**config.mk**
```make
export PLATFORM = sky130hd
export DESIGN_NAME = cfifo_n_ctrl
export DESIGN_NICKNAME = d
export VERILOG_FILES = /design/src/rtl/cfifo_n_ctrl.sv
export SDC_FILE = /design/constraint.sdc
export NUM_CORES = 1
export LEC_CHECK = 0
export CAP_MARGIN = 15
export CORE_AREA = 2 2 39 41
export CTS_CLUSTER_SIZE = 10
export DETAILED_ROUTE_END_ITERATION = 8
export DIE_AREA = 0 0 41 43
export PLACE_DENSITY = 0.58
export SETUP_SLACK_MARGIN = 0.02
export SYNTH_ARGS = -nofsm -noshare
export SYNTH_HDL_FRONTEND = slang
export SYNTH_SLANG_ARGS = --single-unit
```
**constraint.sdc**
```tcl
create_clock -name clk -period 1.4 [get_ports clk]
set_input_delay 0.28 -clock clk [delete_from_list [all_inputs] [get_ports clk]]
set_output_delay 0.28 -clock clk [all_outputs]
set_load 0.02 [all_outputs]
```
**src/rtl/cfifo_n_ctrl.sv**
```systemverilog
// cfifo_n_ctrl: parametrised token FIFO controller with per-stage load enables,
// occupancy count, sticky overflow flag, synchronous flush and output delay line.
module cfifo_n_ctrl #(
    parameter int DEPTH = 2,
    parameter int OUT_DELAY = 1,
    localparam int CW = $clog2(DEPTH + 1)
) (
    input  logic             clk,
    input  logic             rstn,
    input  logic             i_drive,
    input  logic             i_freeNext,
    input  logic             i_flush,
    output logic             o_free,
    output logic             o_driveNext,
    output logic [DEPTH-1:0] o_fire,
    output logic [CW-1:0]    o_count,
    output logic             o_err
);
    logic [DEPTH-1:0]     full_q, full_d;
    logic [OUT_DELAY-1:0] dl_q, dl_d;
    logic [CW-1:0]        count_q, count_d;
    logic                 err_q, err_d;
    logic [DEPTH:0]       mv;
    logic [DEPTH:0]       src;
    logic                 leave, acc;

    // mv[DEPTH] holds leave, so the vacancy of stage k is always mv[k+1].
    always_comb begin
        src = {full_q, i_drive & ~i_flush};
        leave = full_q[DEPTH-1] & i_freeNext & ~i_flush;
        mv = '0;
        mv[DEPTH] = leave;
        for (int k = DEPTH - 1; k >= 0; k--)
            mv[k] = src[k] & (~full_q[k] | (k != 0 && mv[k+1]));
        acc = mv[0];
        full_d = i_flush ? '0 : (mv[DEPTH-1:0] | (full_q & ~mv[DEPTH:1]));
        dl_d = i_flush ? '0 : ((dl_q << 1) | OUT_DELAY'(leave));
        count_d = i_flush ? '0 : (count_q + CW'(acc) - CW'(leave));
        err_d = ~i_flush & (err_q | (i_drive & full_q[0]));
    end

    always_ff @(posedge clk or negedge rstn) begin
        if (!rstn) begin
            full_q  <= '0;
            dl_q    <= '0;
            count_q <= '0;
            err_q   <= 1'b0;
        end else begin
            full_q  <= full_d;
            dl_q    <= dl_d;
            count_q <= count_d;
            err_q   <= err_d;
        end
    end

    assign o_fire      = (rstn & ~i_flush) ? mv[DEPTH-1:0] : '0;
    assign o_free      = ~full_q[0];
    assign o_driveNext = dl_q[OUT_DELAY-1];
    assign o_count     = count_q;
    assign o_err       = err_q;
endmodule

```
# Yosys cells after proc, flatten, opt, wreduce, memory -nomap -nowiden
# Cells that the tools add are included.
word_totals:
  wordCells: 26
  inputBits: 5
  register_bits: 6
  output_inout_bits: 7
classes:
  n_addsub: 2
  bitwise_logic: 16
  muxes: 4
ops:
  columns: ["cell", "n"]
  rows:
  - ["AND 1 bit", 8]
  - ["2-to-1 mux 2 bit", 3]
  - ["NOT 1 bit", 3]
  - ["adder 2 x 1 -> 2 bit", 1]
  - ["AND 2 bit", 1]
  - ["NOT 2 bit", 1]
  - ["bitwise OR 1 bit", 2]
  - ["bitwise OR 2 bit", 1]
  - ["subtractor 2 x 1 -> 2 bit", 1]
  - ["2-to-1 mux 1 bit", 1]

# Logic depth before layout (Yosys ltp)
depth:
  depth_word: 8
  depth_mapped: 7
  depth_no_buf: 7

# Least setup slack after synthesis
# No wires, ideal clock.
synth_timing:
  path_type: "flip-flop to flip-flop"
  from: "register full_q[0]"
  to: "register count_q[1] (netlist: o_count[1])"
  setup_slack_ps: 37
  arrival_time_ps: 1249
  required_ps: 1286
  path_stages_with_launch: 8
  setup_ps: 114
  period_less_slack_ps: 1363
  n_path_buf: 0
  cell_sequence: "dfrtp_1 -> nor2_1 -> nand2_1 -> ha_1 -> inv_1 -> ha_1 -> xnor3_1 -> nor2_1"
synth_between:
  elab_chain_len: 5
synth_lines:
  columns: ["item", "line", "source"]
  rows:
  - ["from (decl)", "19", "logic [DEPTH-1:0] full_q, full_d;"]
  - ["from (signal assigned)", "49", "full_q <= full_d;"]
  - ["NOT 1 bit", "34", "mv[k] = src[k] & (~full_q[k] | (k != 0 && mv[k+1]));"]
  - ["AND 1 bit", "34", null]
  - ["adder 2 x 1 -> 2 bit", "38", "count_d = i_flush ? '0 : (count_q + CW'(acc) - CW'(leave));"]
  - ["subtractor 2 x 1 -> 2 bit", "38", null]
  - ["2-to-1 mux 2 bit", "38", null]
  - ["net count_d[1]", "21", "logic [CW-1:0] count_q, count_d;"]
  - ["to (signal assigned)", "51", "count_q <= count_d;"]
  - ["to (decl)", "21", null]
# The timed path passes the listed nets, and every way through them passes these cells.

# Final worst setup path
layout_timing:
  from: "register full_q[1]"
  to: "register count_q[1] (netlist: o_count[1])"
layout_between:
  elab_chain_len: 4
layout_lines:
  columns: ["item", "line", "source"]
  rows:
  - ["AND 1 bit (2 in a row)", "30", "leave = full_q[DEPTH-1] & i_freeNext & ~i_flush;"]
  - ["subtractor 2 x 1 -> 2 bit", "38", null]
  - ["2-to-1 mux 2 bit", "38", null]
  - ["net count_d[1]", "21", null]
# The timed path passes the listed nets, and every way through them passes these cells.

==> qor.yml <==
arrival_ns: 1.54
ys_warn_count: 0
p_seq_frac: 0.431
endpoint_kind: "flip-flop"
dr.pass1.iters: 2
synth_async_sr_flop_share: 1.000
gp_congestion: 0.7654
final_nets: 57
hpwlAfterDp_microns: 497.6
cts_sinks: 6
cts_max_path_buffers: 2
clk_latency_ns: 0.24
use_met1: 0.1246
wire_per_inst_microns: 9.844
min_path_type: "in2async"
vias: 255
dieHeight_microns: 43
antenna_found_initial: 0
clockRootBuffer: "clkbuf_4"
synth_flop_cell: "dfrtp_1"
drc_errors: 0
vdd_drop_max_uv: 322.1
setup_viol: 0
finalWirelength_microns: 630
drive_above_1_share: 0.3958
finClkSkew_ns: 0.002175
vias_per_cell: 3.984
worst_pin_slew_ns: 0.2144
ys_ff_latch: 6
max_freq_mhz: 725.8
internal_power_mw: 0.3359
track_usage: 0.1010
hold_viol_final: 0
syn_area_sq_um: 285.3
yosysSeqAreaShare: 0.5263
synth_common_cells: "6 x dfrtp_1, 4 x nor2_1, 3 x a21oi_1"
numPortBuffers: 11
synth_area_leaders: "dfrtp_1 53%, ha_1 8.8%, xnor3_1 7.9%"
dpl-instance-area_sq_um: 467.9
p_per_area_nw_per_um2: 858.3
synth_largest_area_cell: "dfrtp_1"
status: "finished clean"
synth_cells: 26
synth-edff-count: 0
clkPwrFrac: 0.346
grt_max_degree: 6
start_util: 0.2061
period_minus_slack_ns: 1.378
fin_area_sq_um: 520.5
switching_share: 0.2481
synth_cell_type_count: 12
combPwrFrac: 0.224
grt_pass1_wl_microns: 1131
synth_most_common_cell: "dfrtp_1"
cts_tree: "built"
finalPower_mw: 0.4467
die_x_microns: 41
p_switching_mw: 0.1108
drv_cap: 0
critPathLaunchType: "flip-flop"
worstPathMaxFanout: 3
syn_avg_cell_area_sq_um: 10.97
netlist.area_leader.share: 0.5263
critPathKind: "reg2reg"
rsz0062_at_grt: "yes"
finalCritPeriodShare: 0.9842
io-pin-count: 12
clk_pin_slew_worst_paths_ns: 0.05
grt_busiest_layer: "met2"
relSlewSlack: 0.8576
tns_ns: 0
syn2layout_area_growth_pct: 82.46
antenna-diode-count: 0
ant_nets: 0
core-area_sq_um: 1384
dieArea_sq_um: 1763
met3_usage: 0.04712
r2r-start: "full_q[1]"
rows: 14
cts_max_level: 1
required_ns: 1.57
cellLeakagePower_nw: 0.2764
grt_pass1_vias: 295
syn-num-nets: 33
grt-ovfl-total: 0
crit_start: "full_q[1]"
drt_iter0_markers: 5
cts_buffers: 3
grtUsageMet2: 0.1375
slew_violations: 0
[power by group through the flow]
stage / combinational [mW] / sequential, mW / clock, mW
after floorplan: 0.0289 / 0.202 / 0
after global placement: 0.0979 / 0.192 / 0
after detailed placement: 0.0984 / 0.192 / 0
after CTS: 0.0948 / 0.192 / 0.160
after global routing: 0.111 / 0.194 / 0.178
final: 0.100 / 0.192 / 0.154
[path summary, 6_finish.rpt]
kind / end / depth (start not counted) / slack [ns]
min in group clk: full_q[0] / 3 / 0.48
max in group asynchronous: o_count[0] / 2 / 0.68
max reg2reg: o_count[1] / 7 / 0.02
max: o_count[1] / 7 / 0.02
min reg2reg: o_err / 2 / 0.50
min: full_q[1] / 2 / 0.14
[critical path, stage by stage (launching register included)]
cell and delay [ns]:
dfrtp_1 0.41, nand2_1 0.10, nor2_2 0.04, ha_1 0.29, inv_2 0.07, ha_4 0.11
xnor3_1 0.20, nor2_1 0.09
[cells by family after synthesis]
logic type,synth area share
simple gates,0.2281
flops,0.5263
compound gates,0.05262
buf+inv,0.02633
fa+ha+maj,0.08771
xor+xnor,0.07894
[cells in the final DEF, fill, tap and decap left out, types with 2 or more instances in the layout]
cell type      synthesis  routed
a21oi_1                3       3
nand2_1                2       2
clkbuf_4               0       3
buf_6                  0       2
dlygate4sd2_1          0       8
buf_4                  0       7
dfrtp_1                6       6
nor2_1                 4       2
nor2_2                 0       2
[stage by stage]
stage / setup WS [ns] / std cells / hold WS [ns] / util
after global placement: -0.5736 / 60 / 0.4997 / 0.3382
after floorplan: 0.03722 / 26 / -0.01559 / -
final: 0.02219 / 64 / 0.1444 / 0.3761
after detailed placement: -0.5842 / 60 / 0.4953 / 0.3382
after global routing: -0.1004 / 64 / 0.1636 / 0.3761
after CTS: -0.008994 / 64 / 0.1584 / 0.3716
[timing repair]
item	in CTS	in global routing
resized for setup	26	6
setup buffers	1	0
gates cloned	0	0
endpoints found under the hold margin	2	0
pin swaps	3	1
hold buffers	1	0
setup endpoints to repair	9	5
[layout make-up]
cell class | instances | area (sq um)
tap | 16 | 20.02
timing repair buffer | 19 | 160.2
inverter | 2 | 7.507
fill | 151 | 863.3
multi-input combinational | 18 | 160.2
sequential | 6 | 150.1
clock buffer | 3 | 22.52
[sequential cells by signal, indices dropped and copies added, names as in the netlist]
signal and cells:
full_q 2, o_driveNext 1, o_count 2, o_err 1
[routing by layer]
metal | wire length, microns | vias up
li1 | - | 131
met1 | 282 | 113
met2 | 290 | 9
met3 | 47 | 2
met4 | 10 | 0
met5 | 0 | -
No activity file was read; power rests on OpenSTA's default activity.
